==> config.mk <==
export PLATFORM = sky130hd
export DESIGN_NAME = sample_decimator
export DESIGN_NICKNAME = d
export VERILOG_FILES = /design/src/rtl/sample_decimator.sv
export SDC_FILE = /design/constraint.sdc
export NUM_CORES = 1
export LEC_CHECK = 0
export ABC_AREA = 1
export CORE_MARGIN = 1
export CORE_UTILIZATION = 45
export DETAILED_ROUTE_END_ITERATION = 10
export SYNTH_ARGS = -nofsm -noshare
export SYNTH_HDL_FRONTEND = slang
export SYNTH_SLANG_ARGS = --single-unit
==> constraint.sdc <==
create_clock -name clk -period 7.12 [get_ports clk]
set_input_delay 2.136 -clock clk [delete_from_list [all_inputs] [get_ports clk]]
set_output_delay 2.136 -clock clk [all_outputs]
set_load 0.01 [all_outputs]
==> src/rtl/sample_decimator.sv <==
// Boxcar-averaging decimator: emits one rounded mean per 2^k valid samples (k=0 is a one-register pass-through).
// Optional build macro DECIM_CONVERGENT_EN selects round-half-to-even instead of round-half-up.
module sample_decimator #(
    parameter int MAX_LOG2 = 7,
    parameter int WIDTH    = 12
) (
    input  logic             clk,
    input  logic             nreset,
    input  logic             enable,
    input  logic [2:0]       log2_ratio,
    input  logic             in_valid,
    input  logic [WIDTH-1:0] in_data,
    output logic             out_valid,
    output logic [WIDTH-1:0] out_data
);

    localparam int         ACC_W = WIDTH + MAX_LOG2;
    localparam int         CW    = MAX_LOG2 + 1;
    localparam logic [2:0] K_MAX = 3'(MAX_LOG2);

    typedef enum logic {
        IDLE  = 1'b0,
        ACCUM = 1'b1
    } state_t;

    state_t              state_q, state_d;
    logic [ACC_W-1:0]    acc_q, acc_d;
    logic [MAX_LOG2-1:0] cnt_q, cnt_d;
    logic [2:0]          k_lat_q, k_lat_d;
    logic                out_valid_q, out_valid_d;
    logic [WIDTH-1:0]    out_data_q, out_data_d;

    logic                run;
    logic                from_idle;
    logic [2:0]          k_eff;
    logic                cfg_change;
    logic [ACC_W-1:0]    acc_base;
    logic [MAX_LOG2-1:0] cnt_base;
    logic [CW-1:0]       blk_len;
    logic                blk_last;
    logic [ACC_W-1:0]    sum;
    logic [ACC_W-1:0]    half;
    logic [WIDTH-1:0]    mean;

    always_ff @(posedge clk) begin
        if (!nreset) begin
            state_q     <= IDLE;
            acc_q       <= '0;
            cnt_q       <= '0;
            k_lat_q     <= '0;
            out_valid_q <= 1'b0;
            out_data_q  <= '0;
        end else begin
            state_q     <= state_d;
            acc_q       <= acc_d;
            cnt_q       <= cnt_d;
            k_lat_q     <= k_lat_d;
            out_valid_q <= out_valid_d;
            out_data_q  <= out_data_d;
        end
    end

    always_comb begin
        state_d = enable ? ACCUM : IDLE;
    end

    // IDLE still accepts the first sample on the cycle enable rises; it just starts from an empty block.
    always_comb begin
        run       = enable;
        from_idle = (state_q == IDLE);
    end

    always_comb begin
        k_eff      = (log2_ratio > K_MAX) ? K_MAX : log2_ratio;
        cfg_change = (k_eff != k_lat_q);
        acc_base   = (from_idle || cfg_change) ? '0 : acc_q;
        cnt_base   = (from_idle || cfg_change) ? '0 : cnt_q;
        blk_len    = CW'(1) << k_eff;
        blk_last   = ({1'b0, cnt_base} == (blk_len - CW'(1)));
        sum        = acc_base + ACC_W'(in_data);
    end

    // sum never exceeds (2^WIDTH-1)*2^k, so sum+half fits ACC_W and the mean fits WIDTH.
`ifdef DECIM_CONVERGENT_EN
    logic [WIDTH-1:0] quo;
    logic [ACC_W-1:0] rem;

    always_comb begin
        half = '0;
        if (k_eff != 3'd0) begin
            half = ACC_W'(1) << (k_eff - 3'd1);
        end
        quo  = WIDTH'(sum >> k_eff);
        rem  = sum & ((ACC_W'(1) << k_eff) - ACC_W'(1));
        mean = quo;
        if ((k_eff != 3'd0) && ((rem > half) || ((rem == half) && quo[0]))) begin
            mean = quo + WIDTH'(1);
        end
    end
`else
    always_comb begin
        half = '0;
        if (k_eff != 3'd0) begin
            half = ACC_W'(1) << (k_eff - 3'd1);
        end
        mean = WIDTH'((sum + half) >> k_eff);
    end
`endif

    always_comb begin
        acc_d       = acc_q;
        cnt_d       = cnt_q;
        k_lat_d     = k_eff;
        out_valid_d = 1'b0;
        out_data_d  = out_data_q;
        if (!run) begin
            acc_d = '0;
            cnt_d = '0;
        end else begin
            acc_d = acc_base;
            cnt_d = cnt_base;
            if (in_valid) begin
                if (blk_last) begin
                    out_valid_d = 1'b1;
                    out_data_d  = mean;
                    acc_d       = '0;
                    cnt_d       = '0;
                end else begin
                    acc_d = sum;
                    cnt_d = cnt_base + MAX_LOG2'(1);
                end
            end
        end
    end

    assign out_valid = out_valid_q;
    assign out_data  = out_data_q;

endmodule

Word level (Yosys, flattened, before mapping)
Index checks and enable logic that the tools add are counted.
- output and inout bits: 13
- memories kept: 0
- bits in latches: 0
- bits in read-only memories: 0
- input port bits: 19
- register bits after elaboration: 43
- memory bits (writable): 0
- logic and storage cells: 33
- bitwise logic cells: 1
- multipliers: 0
- reduce and logical (&&, ||, !) cells: 5
- muxes and demuxes: 10
- $lt $le $gt $ge: 1
- equality and inequality tests: 2
- divide/modulo/power cells: 0
- shifts and indexed selects: 3
- $add $sub $neg: 5
- operator list (cell ; number):
    two-way mux 19 bit ; 4
    two-way mux 7 bit ; 3
    adder 19 x 12 -> 19 bit ; 1
    adder 19 bit ; 1
    left shift 1 x 3 -> 19 bit (first input constant) ; 1
    right shift 19 x 3 -> 12 bit ; 1
    equality test 7 x 8 -> 1 bit ; 1
    left shift 1 x 3 -> 8 bit (first input constant) ; 1
    subtractor 8 x 1 -> 8 bit (second input constant) ; 1
    adder 7 x 1 -> 7 bit (second input constant) ; 1
    AND reduction 3 bit ; 2
    > comparator 3 bit (second input constant) ; 1
    two-way mux 3 bit ; 1
    != test 3 bit ; 1
    nonzero test 3 bit ; 1
    subtractor 3 x 1 -> 3 bit (second input constant) ; 1
    two-way mux 1 bit ; 2
    AND reduction 2 bit ; 1
    logical OR 1 bit ; 1
    NOT 1 bit ; 1

Depth between registers and ports, before layout
Gate-level depths: netlist of run 1.
- depth after elaboration: 8
- gate-level depth with buffers: 34
- gate-level depth less buffers: 33

Least setup slack after synthesis of run 1
OpenSTA, ideal clock, no wires.
- kind: input port to flip-flop
- from: input port log2_ratio[0]
- to: register out_data_q[11], in the netlist out_data[11]
- slack: 1305 ps
- data required time: 7011 ps
- stages: 31
- arrival: 5706 ps
- cells stage by stage: buf_4 -> inv_4 -> nand2_2 -> nand2_1 -> nor2_4 -> nand2_8 -> clkbuf_1 -> nor2_1 -> ha_1 -> or2_2 -> nand2_1 -> o21ai_0 -> xor2_1 -> ha_1 -> nand2_1 -> nor2_1 -> nand2_1 -> nand2_1 -> nand2_1 -> nand2_1 -> nand2_1 -> nor2_1 -> nand3_1 -> o21ai_1 -> nand2_1 -> nand2_1 -> nand2_1 -> a21oi_1 -> nand3_1 -> nand2_1 -> inv_1
- word-level cells in the longest chain between the ends: 8
- elaborated cells between the ends (all ways): 17
- classes of those cells: add/sub (4); order compare (1); eq/ne (2); shift (3); mux (4); reduce/logical (3)
- RTL lines (element ; line ; source):
    start: declaration ; 10 ; input logic [2:0] log2_ratio,
    > comparator 3 bit ; 74 ; k_eff = (log2_ratio > K_MAX) ? K_MAX : log2_ratio;
    two-way mux 3 bit * ; 74 ;
    != test 3 bit ; 75 ; cfg_change = (k_eff != k_lat_q);
    logical OR 1 bit ; 76, 77 ;
    two-way mux 19 bit ; 76 ; acc_base = (from_idle || cfg_change) ? '0 : acc_q;
    adder 19 x 12 -> 19 bit ; 80 ; sum = acc_base + ACC_W'(in_data);
    adder 19 bit ; 106 ; mean = WIDTH'((sum + half) >> k_eff);
    right shift 19 x 3 -> 12 bit ; 106 ;
    end signal: assignment ; 59 ; out_data_q <= out_data_d;
    end: declaration ; 31 ; logic [WIDTH-1:0] out_data_q, out_data_d;
Mark *: on every way between the ends. The rest lies on a longest branch, timed or not.
A chain may end at the register's enable or synchronous reset.

Worst setup path in the final report of run 1
- from: input port log2_ratio[0]
- to: register out_data_q[9], in the netlist out_data[9]
The elaborated chain is that of the path after synthesis.

==> Flow_metrics.wiki, run 1 <==
{| class="wikitable"
! Metric !! Value
|-
| Final cell area excluding filler cells || 4507 sq um
|-
| Cell types with the largest area share after synthesis || sky130_fd_sc_hd__nand2_1 23%, sky130_fd_sc_hd__dfxtp_1 22%, sky130_fd_sc_hd__inv_1 7.7%
|-
| Total power after layout || 0.5756 mW
|-
| Depth of the worst register-to-register path || 32
|-
| Horizontal extent of the die || 96.31 um
|-
| End point of the critical path || out_data[9]
|-
| Number of gates resized after CTS || 0
|-
| Setup ws final || 754.2 ps
|-
| Share of synthesized cell area in full adder, half adder and majority cells || 0.07877
|-
| Number of flops mapped to enable cells by yosys || 0
|-
| Synth Net Count || 721
|-
| Global-route met1 utilization || 0.3270
|-
| Yosys reg bits || 43
|-
| Critical Path Fanout Max || 17
|-
| Vias after detailed routing || 4056
|-
| Number of antenna violations at the first check in global routing || 0
|-
| Placed inst area || 4389 sq um
|-
| Routability cong. || 0.9227
|-
| Filler Cells Inserted || 894
|-
| Area leader, netlist || sky130_fd_sc_hd__nand2_1
|-
| Met2 Usage GRT || 0.4102
|-
| Sum of overflow across all layers after global routing || 0
|-
| Via count of the first global-routing pass || 3675
|-
| Number of diodes || 0
|-
| Relative slew slack || 0.3738
|-
| Achievable clock frequency || 0.1571 GHz
|-
| Dominant cell type by count on the critical path || sky130_fd_sc_hd__nand2_1
|-
| Post-synthesis area per instance || 5.904 sq um
|-
| Setup TNS || 0 ps
|-
| Kind of start point of the critical path || primary input
|-
| Synth Flop Type || sky130_fd_sc_hd__dfxtp_1
|-
| Number of buffers added for setup after CTS || 0
|-
| Unrepaired setup endpoints after global routing || false
|-
| Count of hold-fix buffers inserted at cts || 0
|-
| CTS sink count || 43
|-
| Area share of the largest cell type after synthesis || 0.2260
|-
| Flop2flop setup slack || 2820 ps
|-
| Number of distinct library cell variants in the gate-level netlist after synthesis || 46
|-
| Placement row count || 34
|-
| Post-synthesis cell count || 678
|-
| Commonest cells in the synthesized netlist || 241 x sky130_fd_sc_hd__nand2_1, 82 x sky130_fd_sc_hd__inv_1, 58 x sky130_fd_sc_hd__nor2_1, 49 x sky130_fd_sc_hd__a21oi_1, 46 x sky130_fd_sc_hd__nand3_1
|-
| Worst EP arrival || 6610 ps
|-
| GR met3 Demand/Resource || 0.03081
|-
| Maxcap violations || 0
|-
| Delay of the slowest cell on the worst path || 550 ps
|-
| Placed Cells incl. Taps || 802
|-
| Status || completed
|-
| Initial cell density of the core || 0.4612
|-
| Layout-stage area growth over the synthesis result || 12.60%
|-
| Final nets || 744
|-
| Slew at the pin closest to its max-slew limit || 937.0 ps
|-
| Detail Placement HPWL || 8227 um
|-
| TritonCTS clock tree || done
|-
| Post-Route Skew || 10.42 ps
|-
| Worst hold-check slack || 469.2 ps
|-
| Count of final setup violators || 0
|-
| Synthesized-area fraction occupied by ao, oa, aoi and oai cells || 0.1191
|-
| Core area || 8678 sq um
|-
| Worst Setup SP || log2_ratio[0]
|-
| Final period demand of the worst path || 6366 ps
|-
| Endpoint class of the critical path || register
|-
| Slowest stage cell on the critical path || sky130_fd_sc_hd__clkdlybuf4s50_1
|-
| Cell chosen for the clock root || sky130_fd_sc_hd__clkbuf_8
|-
| Reg-to-Reg Start || k_lat_q[0]
|-
| Post-synthesis async set-or-reset flop share || 0
|-
| DRC || 0
|-
| Vertical die dimension || 96.31 um
|-
| Total of buffers placed on input and output ports || 31
|-
| Largest family of logic cells by synthesized area || simple AND/OR/NAND/NOR gates
|-
| DIE AREA || 9276 sq um
|-
| Crit Path Class || primary input to register
|-
| Final standard cell count with taps included and fillers excluded || 810
|-
| Post-route antenna net violation count || 0
|-
| Final hold viol count || 0
|-
| Final slew viol count || 0
|-
| H-Tree Depth || 2
|-
| Reg-to-reg endpoint || out_data[9]
|-
| Total track usage || 0.2434
|-
| Vias per inst || 5.007
|-
| Number of optimization iterations in the first detailed-route pass || 5
|-
| Share of cell area taken by muxes after synthesis || 0.002501
|-
| Number of top-level design ports || 32
|-
| Hold WC Path Type || register to register
|-
| VDD IR max || 0.07777 mV
|-
| Worst endpoint required time || 7370 ps
|-
| Aggregate routed wire length || 10400 um
|-
| Number of buffers created by CTS || 5
|-
| Layout Utilization || 0.5193
|-
| Xor and xnor fraction of the mapped netlist area || 0.05689
|-
| Worst slack at placement || 450.8 ps
|-
| Count of synthesis-stage warnings from yosys || 0
|-
| Leakage power figure || 2.141 nW
|-
| Clock-pin slew of the registers on the worst-case setup and hold paths || 80 ps
|-
| Share of post-route cells with drive strength above 1 || 0.05983
|-
| Violation count after the first detailed-routing iteration || 262
|-
| Simple-gate share of the synthesized area || 0.4145
|-
| Share of the clock period used by the worst path after layout || 0.8941
|-
| PwrDens || 127.7 nW/um^2
|-
| Netlist Area Pre-Place || 4003 sq um
|-
| Largest net degree at the start of global routing || 25
|-
| Deepest clock path buffer count || 2
|-
| Routed wirelength normalized by instance count || 12.84 um
|-
| Sequential area share after synthesis || 0.2151
|-
| Worst-skew pair later-pin latency || 300 ps
|-
| Most heavily used metal layer in global routing || met2
|-
| Most common cell in the netlist || sky130_fd_sc_hd__nand2_1
|-
| First-pass GRT wire length || 17390 um
|}
-- cell families after synthesis --
logic type,after synthesis
adders and majority gates,24
and+or+nand+nor,385
DFF,43
other,1
AOI/OAI and AO/OA,86
muxes,1
xor gates and xnor gates,26
buffers and inverters,112
-- layout by cell type, fill, tap and decap left out, drive strengths merged --
cell           netlist  final
nand2              248    248
inv                 89     89
nor2                66     66
a21oi               51     51
nand3               49     49
dfxtp               43     43
clkdlybuf4s50        0     31
ha                  22     22
o21ai               19     19
xor2                14     14
xnor2               12     12
nand4               10     10
nor3                 6      6
clkbuf              10      6
buf                 10      5
o21a                 4      4
clkinv               3      4
a31oi                3      3
o211ai               3      3
a211oi               2      2
nand3b               2      2
fa                   2      2
or2                  1      1
and2                 1      1
o21bai               1      1
nor4                 1      1
or3b                 1      1
a21o                 1      1
o211a                1      1
mux2i                1      1
a22oi                1      1
conb                 1      1
bufinv               0      1
-- routing by layer --
metal / routed length (um) / share of wire / up-vias
li1: - / - / 2191
met4: 151 / 0.015 / 0
met5: 0 / 0 / -
met2: 4844 / 0.47 / 72
met3: 350 / 0.034 / 12
met1: 5051 / 0.49 / 1781
-- where the power goes --
group	switching, mW	internal, mW	leakage [nW]	total (mW)
combinational	0.0807	0.0453	1.73	0.126
sequential	0.00103	0.244	0.348	0.245
clock	0.0912	0.114	0.0612	0.205
-- registers in the layout (all words and copies together), names as in the netlist --
| signal | cells |
|---|---|
| out_valid | 1 |
| state_q | 1 |
| out_data | 12 |
| acc_q | 19 |
| k_lat_q | 3 |
| cnt_q | 7 |
-- worst max-delay path: cells and delay by family --
kind | cells | cell delay [ps]
adders and majority gates | 3 | 860
buffers and inverters | 3 | 710
and+or+nand+nor | 25 | 2580
xor gates and xnor gates | 1 | 140
AOI/OAI and AO/OA | 1 | 210
-- worst min path at each step --
| stage | start | to | slack (ps) | depth (start not counted) |
|---|---|---|---|---|
| 6_report | out_data[0] | out_data[0] | 470 | 2 |
| 5_1_grt | out_data[0] | out_data[0] | 490 | 2 |
| 4_1_cts | out_data[6] | out_data[6] | 470 | 2 |
| 3_5_place_dp | out_data[6] | out_data[6] | 460 | 2 |
| 3_3_place_gp | out_data[10] | out_data[10] | 460 | 2 |
| 2_1_floorplan | out_data[0] | out_data[0] | 490 | 2 |
-- area by class of cell --
cell class / instances / area, sq um / area share
sequential: 43 / 860.8 / 0.1910
inverter: 92 / 352.8 / 0.07829
tap: 108 / 135.1 / 0.02998
clock inverter: 2 / 35.03 / 0.007773
timing repair buffer: 36 / 347.8 / 0.07718
multi-input combinational: 523 / 2693 / 0.5974
clock buffer: 6 / 82.58 / 0.01832
Power figures use the tool's default switching activity.
==> inputs of run 2 (changes only) <==
- ABC_AREA: 1 -> not set
- GPL_ROUTABILITY_DRIVEN: not set -> 0
==> run 2 against run 1 <==
Hold slack got worse by 12 ps. Synthesized area up 5.0%. Final cell count shrank 15%. Via count grew 3.2%. Register-to-register slack lost 430 ps. Largest cell class unchanged. Highest routed layer unchanged.
==> Flow_metrics.wiki, run 2 <==
{| class="wikitable"
! Metric !! Value
|-
| VDD IR max || 0.07168 mV (-7.8%)
|-
| Deepest clock path buffer count || 2 (unchanged)
|-
| Crit Path Class || primary input to register
|-
| Worst slack at placement || 99.97 ps (-350.8 ps)
|-
| Relative slew slack || 0.3353 (-0.03859)
|-
| Worst EP arrival || 6900 ps (+290 ps)
|-
| Slew at the pin closest to its max-slew limit || 994.7 ps (+57.74 ps)
|-
| H-Tree Depth || 2 (unchanged)
|-
| Largest register by flop count || acc_q
|-
| Synth Flop Type || sky130_fd_sc_hd__dfxtp_1
|-
| Number of buffers added for setup after CTS || 0 (unchanged)
|-
| Post-synthesis async set-or-reset flop share || 0 (unchanged)
|-
| Detail Placement HPWL || 8614 um (+4.7%)
|-
| Worst hold path endpoint || out_data[1]
|-
| Final cell area excluding filler cells || 4738 sq um (+5.1%)
|-
| Violation count after the first detailed-routing iteration || 218 (-17%)
|-
| Setup ws final || 408.8 ps (-345.4 ps)
|-
| Total of buffers placed on input and output ports || 31 (unchanged)
|-
| Final hold viol count || 0 (unchanged)
|-
| WHS Path Cells || 2 (unchanged)
|-
| Post-Route Skew || 9.169 ps (-1.247 ps)
|-
| Area share of the largest cell type after synthesis || 0.2048 (-0.02125)
|-
| Layout-stage area growth over the synthesis result || 12.71% (about the same)
|-
| Total number of cells along the worst setup path || 19 (-42%)
|-
| Number of distinct library cell variants in the gate-level netlist after synthesis || 77 (+67%)
|-
| Worst endpoint required time || 7310 ps (-60 ps)
|-
| DIE AREA || 9733 sq um (+4.9%)
|-
| Aggregate routed wire length || 11650 um (+12%)
|-
| Initial cell density of the core || 0.4728 (+0.01162)
|-
| Area leader, netlist || sky130_fd_sc_hd__dfxtp_1
|-
| Cell chosen for the clock root || sky130_fd_sc_hd__clkbuf_8
|-
| Maxcap violations || 0 (unchanged)
|-
| DRC || 0 (unchanged)
|-
| Endpoint class of the critical path || register
|-
| Sequential area share after synthesis || 0.2048 (-0.01031)
|-
| Yosys reg bits || 43 (unchanged)
|-
| Most common cell after layout, fill and taps aside || sky130_fd_sc_hd__nor2_1
|-
| Final period demand of the worst path || 6711 ps (+345.4 ps)
|-
| Setup TNS || 0 ps (unchanged)
|-
| Clock-pin slew of the registers on the worst-case setup and hold paths || 90 ps (about the same)
|-
| Depth of the worst register-to-register path || 18 (-44%)
|-
| Worst-skew pair later-pin latency || 310 ps (about the same)
|-
| Placed inst area || 4601 sq um (+4.8%)
|-
| Number of diodes || 0 (unchanged)
|-
| Count of final setup violators || 0 (unchanged)
|-
| Largest net degree at the start of global routing || 29 (+16%)
|-
| Leakage power figure || 1.814 nW (-15%)
|-
| PwrDens || 131.7 nW/um^2 (+3.1%)
|-
| Vias after detailed routing || 4186 (+3.2%)
|-
| TritonCTS clock tree || done
|-
| Final nets || 625 (-16%)
|-
| Post-synthesis cell count || 554 (-18%)
|-
| Vias per inst || 6.058 (+21%)
|-
| Delay of the slowest cell on the worst path || 440 ps (-110 ps)
|-
| Number of flip-flops under the largest register name || 19 (unchanged)
|-
| Total track usage || 0.2477 (+0.004263)
|-
| Slowest stage cell on the critical path || sky130_fd_sc_hd__clkdlybuf4s50_1
|-
| Cell type group with the largest total delay on the critical path || compound AO/OA/AOI/OAI gates
|-
| Layout Utilization || 0.5329 (+0.01361)
|-
| Sum of overflow across all layers after global routing || 0 (unchanged)
|-
| Final slew viol count || 0 (unchanged)
|-
| First-pass GRT wire length || 19420 um (+12%)
|-
| Cell types with the largest area share after synthesis || sky130_fd_sc_hd__dfxtp_1 20%, sky130_fd_sc_hd__nor2_1 7.2%, sky130_fd_sc_hd__ha_1 6.5%
|-
| Placement row count || 34 (unchanged)
|-
| Number of optimization iterations in the first detailed-route pass || 6 (+1)
|-
| Reg-to-Reg Start || k_lat_q[1]
|-
| Most common cell in the netlist || sky130_fd_sc_hd__nor2_1
|-
| Critical Path Fanout Max || 9 (-8)
|-
| Core area || 8891 sq um (+2.5%)
|-
| Final standard cell count with taps included and fillers excluded || 691 (-15%)
|-
| Reg-to-reg endpoint || out_data[11]
|-
| Number of antenna violations at the first check in global routing || 0 (unchanged)
|-
| Via count of the first global-routing pass || 3991 (+8.6%)
|-
| Number of buffers created by CTS || 5 (unchanged)
|-
| Count of hold-fix buffers inserted at cts || 0 (unchanged)
|-
| Horizontal extent of the die || 98.66 um (+2.4%)
|-
| CTS sink count || 43 (unchanged)
|-
| Series of cell instances along the critical path || clkdlybuf4s50_1 > xnor2_1 > and4_2 > and2_1 > ha_1 > fa_1 > a21o_1 > a221oi_1 > xnor2_1 > ha_1 > or3_1 > a2111oi_0 > nand2b_1 > or4_4 > nor2_1 > a221oi_2 > nor2_1 > a211oi_1 > a31oi_1
|-
| Crit path buf inv count || 1 (-2)
|-
| Share of post-route cells with drive strength above 1 || 0.1081 (+0.04823)
|-
| Post-synthesis area per instance || 7.589 sq um (+29%)
|-
| Total power after layout || 0.6241 mW (+8.4%)
|-
| Routed wirelength normalized by instance count || 16.86 um (+31%)
|-
| Number of top-level design ports || 32 (unchanged)
|-
| Number of flops mapped to enable cells by yosys || 0 (unchanged)
|-
| Hold Crit Start || out_data[1]
|-
| Worst hold-check slack || 457.2 ps (-12.03 ps)
|-
| Achievable clock frequency || 0.1490 GHz (-5.1%)
|-
| Vertical die dimension || 98.66 um (+2.4%)
|-
| Placed Cells incl. Taps || 683 (-15%)
|-
| Post-route antenna net violation count || 0 (unchanged)
|-
| Kind of start point of the critical path || primary input
|-
| Status || completed
|-
| Hold WC Path Type || register to register
|-
| Commonest non-fill, non-tap cells in the layout || 81 x sky130_fd_sc_hd__nor2_1, 44 x sky130_fd_sc_hd__a21oi_1, 43 x sky130_fd_sc_hd__dfxtp_1, 40 x sky130_fd_sc_hd__nand2_1, 33 x sky130_fd_sc_hd__o21ai_0
|-
| Commonest cells in the synthesized netlist || 81 x sky130_fd_sc_hd__nor2_1, 44 x sky130_fd_sc_hd__a21oi_1, 43 x sky130_fd_sc_hd__dfxtp_1, 40 x sky130_fd_sc_hd__nand2_1, 33 x sky130_fd_sc_hd__o21ai_0
|-
| Unrepaired setup endpoints after global routing || false
|-
| Flop2flop setup slack || 2390 ps (-430 ps)
|-
| Synth Net Count || 597 (-17%)
|-
| Count of synthesis-stage warnings from yosys || 0 (unchanged)
|-
| Share of the clock period used by the worst path after layout || 0.9426 (+0.04851)
|-
| Netlist Area Pre-Place || 4204 sq um (+5.0%)
|}
run 2: cell count changes in the layout (fill, tap and decap cells not counted), sizes merged, moves of 15 or more:
cell,delta
nand2,-208
inv,-76
nand3,-35
and3,+17
xnor2,+17
and2,+16
buf,+16
nor2,+15
o21ai,+15
run 2: worst max-delay path by stage:
stage,start,slack [ps],end
floorplan,log2_ratio[0],760,out_data[9]
global placement,log2_ratio[1],170,out_data[9]
CTS,log2_ratio[1],400,out_data[11]
finish,log2_ratio[1],410,out_data[11]
detailed placement,log2_ratio[1],100,out_data[11]
global route,log2_ratio[1],40,out_data[11]
run 2: worst min-delay path, delay by kind of cell, from the launching register on:
| family | cells | cell delay, ps |
|---|---|---|
| DFF | 1 | 320 |
| and+or+nand+nor | 1 | 50 |
| AOI/OAI and AO/OA | 1 | 50 |
run 2: power by group:
part / switching (mW) / total [mW] / internal (mW) / leakage (nW)
Clock: 0.0966 / 0.237 / 0.140 / 0.0644
Combinational: 0.0831 / 0.143 / 0.0596 / 1.40
Sequential: 0.00103 / 0.245 / 0.244 / 0.349
run 2: metal layers:
metal | vias up | share of wire | global-route usage
li1 | 2084 | - | -
met1 | 1976 | 0.46 | 0.3252
met2 | 110 | 0.48 | 0.4258
met3 | 16 | 0.046 | 0.02979
met4 | 0 | 0.021 | 0.07348
met5 | - | 0 | 0
run 2: logic make-up after synthesis:
kind of cell             after synthesis  synth area share
AND/OR/NAND/NOR                      223            0.2676
AO/OA/AOI/OAI                        162            0.2643
buffers and inverters                 46           0.06250
flip-flops                            43            0.2048
XOR/XNOR                              40           0.08780
adder cells (fa/ha/maj)               24           0.07500
multiplexers                          15           0.03720
other                                  1         0.0008920
run 2: what timing repair did:
item                                    in CTS  in global routing
endpoints found under the setup margin       0                  4
hold endpoints to repair                     0                  0
resized for setup                            0                  1
run 2: layout make-up:
type	count	area, sq um
fillers	905	4153
multi-input cells	465	3082
flip-flops and latches	43	860.8
repair buffers	52	467.9
well taps	108	135.1
clock buffers	5	68.82
clock inverters	3	67.56
inverters	15	56.30
==> inputs of run 3 (changes only) <==
- MAX_ROUTING_LAYER: not set -> met4
- RECOVER_POWER: not set -> 100
==> run 3 against run 2 <==
Power fell by 0.30%. Non-clock buffer count did not move. Sequential share of layout area barely moved. Fmax rose by 0.35%. Routed wire length fell by 0.28%. Critical endpoint unchanged.
==> Flow_metrics.wiki, run 3 (synthesized netlist as in run 2, its figures left out) <==
{| class="wikitable"
! Metric !! Value
|-
| PwrDens || 131.6 nW/um^2 (about the same)
|-
| Clock-pin slew of the registers on the worst-case setup and hold paths || 90 ps (about the same)
|-
| Worst EP arrival || 6880 ps (-20 ps)
|-
| Register share of total power || 0.393 (about the same)
|-
| TritonCTS clock tree || done
|-
| Deepest clock path buffer count || 2 (unchanged)
|-
| Aggregate routed wire length || 11620 um (-0.28%)
|-
| Unrepaired setup endpoints after global routing || false
|-
| Kind of start point of the critical path || primary input
|-
| Via count of the first global-routing pass || 3994 (+0.075%)
|-
| Vertical die dimension || 98.66 um (unchanged)
|-
| Combinational group share of total power || 0.228 (about the same)
|-
| Share of post-route cells with drive strength above 1 || 0.09949 (-0.008576)
|-
| First-pass GRT wire length || 19430 um (about the same)
|-
| Share of the clock period used by the worst path after layout || 0.9393 (-0.003279)
|-
| Layout-stage area growth over the synthesis result || 12.44%
|-
| Relative slew slack || 0.3319 (-0.003405)
|-
| Placed Cells incl. Taps || 683 (unchanged)
|-
| Count of final setup violators || 0 (unchanged)
|-
| DRC || 0 (unchanged)
|-
| Final cell area excluding filler cells || 4727 sq um (-0.24%)
|-
| Cell chosen for the clock root || sky130_fd_sc_hd__clkbuf_8
|-
| Largest register by flop count || acc_q
|-
| Final nets || 625 (unchanged)
|-
| Initial cell density of the core || 0.4728 (unchanged)
|-
| Share of total power consumed by net switching || 0.2889 (-0.0006991)
|-
| Detail Placement HPWL || 8614 um (unchanged)
|-
| Vias per inst || 6.020 (-0.62%)
|-
| DIE AREA || 9733 sq um (unchanged)
|-
| Critical Path Fanout Max || 9 (unchanged)
|-
| Leakage power figure || 1.851 nW (+2.0%)
|-
| Post-Route Skew || 9.897 ps (+0.7277 ps)
|-
| Slowest stage cell on the critical path || sky130_fd_sc_hd__clkdlybuf4s50_1
|-
| Net switching power figure || 0.1797 mW (-0.54%)
|-
| Setup TNS || 0 ps (unchanged)
|-
| Violation count after the first detailed-routing iteration || 241 (+11%)
|-
| Total track usage || 0.2551 (+0.007356)
|-
| Number of flip-flops under the largest register name || 19 (unchanged)
|-
| Worst endpoint required time || 7310 ps (about the same)
|-
| Hold WC Path Type || register to register
|-
| Crit path buf inv count || 1 (unchanged)
|-
| Core area || 8891 sq um (unchanged)
|-
| Vias after detailed routing || 4160 (-0.62%)
|-
| Worst slack at placement || 99.97 ps (unchanged)
|-
| Final period demand of the worst path || 6688 ps (-23.35 ps)
|-
| Routed wirelength normalized by instance count || 16.81 um (-0.28%)
|-
| Maxcap violations || 0 (unchanged)
|-
| Setup ws final || 432.1 ps (+23.35 ps)
|-
| Number of buffers created by CTS || 5 (unchanged)
|-
| Endpoint class of the critical path || register
|-
| Power share of the clock group || 0.379 (about the same)
|-
| Largest net degree at the start of global routing || 29 (unchanged)
|-
| Final slew viol count || 0 (unchanged)
|-
| Commonest non-fill, non-tap cells in the layout || 81 x sky130_fd_sc_hd__nor2_1, 44 x sky130_fd_sc_hd__a21oi_1, 43 x sky130_fd_sc_hd__dfxtp_1, 40 x sky130_fd_sc_hd__nand2_1, 33 x sky130_fd_sc_hd__o21ai_0
|-
| Number of antenna violations at the first check in global routing || 0 (unchanged)
|-
| H-Tree Depth || 2 (unchanged)
|-
| Number of optimization iterations in the first detailed-route pass || 5 (-1)
|-
| Status || completed
|-
| Placement row count || 34 (unchanged)
|-
| Final hold viol count || 0 (unchanged)
|-
| Slew at the pin closest to its max-slew limit || 999.1 ps (+4.385 ps)
|-
| Worst-skew pair later-pin latency || 310 ps (about the same)
|-
| Total internal power || 0.4425 mW (-0.20%)
|-
| Sum of overflow across all layers after global routing || 0 (unchanged)
|-
| Achievable clock frequency || 0.1495 GHz (+0.35%)
|-
| Total power after layout || 0.6222 mW (-0.30%)
|-
| Crit Path Class || primary input to register
|-
| Horizontal extent of the die || 98.66 um (unchanged)
|-
| Post-route antenna net violation count || 0 (unchanged)
|-
| Series of cell instances along the critical path || clkdlybuf4s50_1 > xnor2_1 > and4_2 > and2_1 > ha_1 > fa_1 > a21o_1 > a221oi_1 > xnor2_1 > ha_1 > or3_1 > a2111oi_0 > nand2b_1 > or4_4 > nor2_1 > a221oi_2 > nor2_1 > a211oi_1 > a31oi_1
|-
| Flop2flop setup slack || 2410 ps (+20 ps)
|-
| Cell type group with the largest total delay on the critical path || compound AO/OA/AOI/OAI gates
|-
| Count of hold-fix buffers inserted at cts || 0 (unchanged)
|-
| Final standard cell count with taps included and fillers excluded || 691 (unchanged)
|-
| Most common cell after layout, fill and taps aside || sky130_fd_sc_hd__nor2_1
|-
| Filler Cells Inserted || 907 (+0.22%)
|-
| Placed inst area || 4601 sq um (unchanged)
|-
| CTS sink count || 43 (unchanged)
|-
| Number of diodes || 0 (unchanged)
|-
| Delay of the slowest cell on the worst path || 440 ps (about the same)
|-
| Number of top-level design ports || 32 (unchanged)
|-
| VDD IR max || 0.07142 mV (-0.37%)
|-
| Total of buffers placed on input and output ports || 31 (unchanged)
|}
==> run 3: cell count changes in the layout (fill, tap and decap cells not counted), sizes merged <==
cell	previous run	this run
buf	21	18
dlygate4sd3	0	14
clkdlybuf4s50	31	17
clkbuf	5	8
==> run 3: worst paths after layout <==
path                                    start            to  cells after the start
worst min register to register    out_data[1]   out_data[1]                      2
worst max-delay path            log2_ratio[1]  out_data[11]                     19
worst min-delay path              out_data[1]   out_data[1]                      2
worst max register to register     k_lat_q[1]  out_data[11]                     18
==> run 3: routing by layer <==
layer  part of all wire  up-vias  global-route usage  routed length (um)
met5                  0        -                   -                   0
li1                   -     2084                   -                   -
met4              0.022        0             0.07348                 257
met2               0.47       96              0.4247                5489
met3              0.046       20             0.02979                 530
met1               0.46     1960              0.3257                5338
==> run 3: worst reg2reg max path, delay by kind of cell (launching register included) <==
kind,cells,cell delay (ps)
flip-flops,1,320
AO/OA/AOI/OAI,6,1630
adder cells (fa/ha/maj),3,840
AND/OR/NAND/NOR,7,1510
XOR/XNOR,2,270
==> run 3: through the flow <==
stage,hold slack [ps],util
CTS,461.0,0.5328
floorplan,476.1,-
global route,490.8,0.5317
detailed placement,447.3,0.5175
global placement,442.2,0.5175
finish,453.9,0.5317
==> run 3: repair_timing <==
| action | CTS | global route |
|---|---|---|
| endpoints found under the hold margin | 0 | 0 |
| buffers inserted | 0 | 0 |
| resized for setup | 0 | 1 |
| endpoints found under the setup margin | 0 | 4 |
==> run 3: power by group through the flow <==
stage / combinational, mW / clock, mW / sequential, mW
2_1_floorplan: 0.104 / 0 / 0.250
3_3_place_gp: 0.139 / 0 / 0.250
3_5_place_dp: 0.141 / 0 / 0.250
4_1_cts: 0.142 / 0.245 / 0.245
5_1_grt: 0.157 / 0.251 / 0.245
6_report: 0.142 / 0.236 / 0.245
==> run 3: cell type report <==
| class | instances | area (sq um) | area share |
|---|---|---|---|
| Clock inverter | 3 | 67.56 | 0.01429 |
| Inverter | 15 | 56.30 | 0.01191 |
| Sequential cell | 43 | 860.8 | 0.1821 |
| Timing Repair Buffer | 52 | 456.7 | 0.09661 |
| Tap cell | 108 | 135.1 | 0.02859 |
| Clock buffer | 5 | 68.82 | 0.01456 |
| Multi-Input combinational cell | 465 | 3082 | 0.6519 |
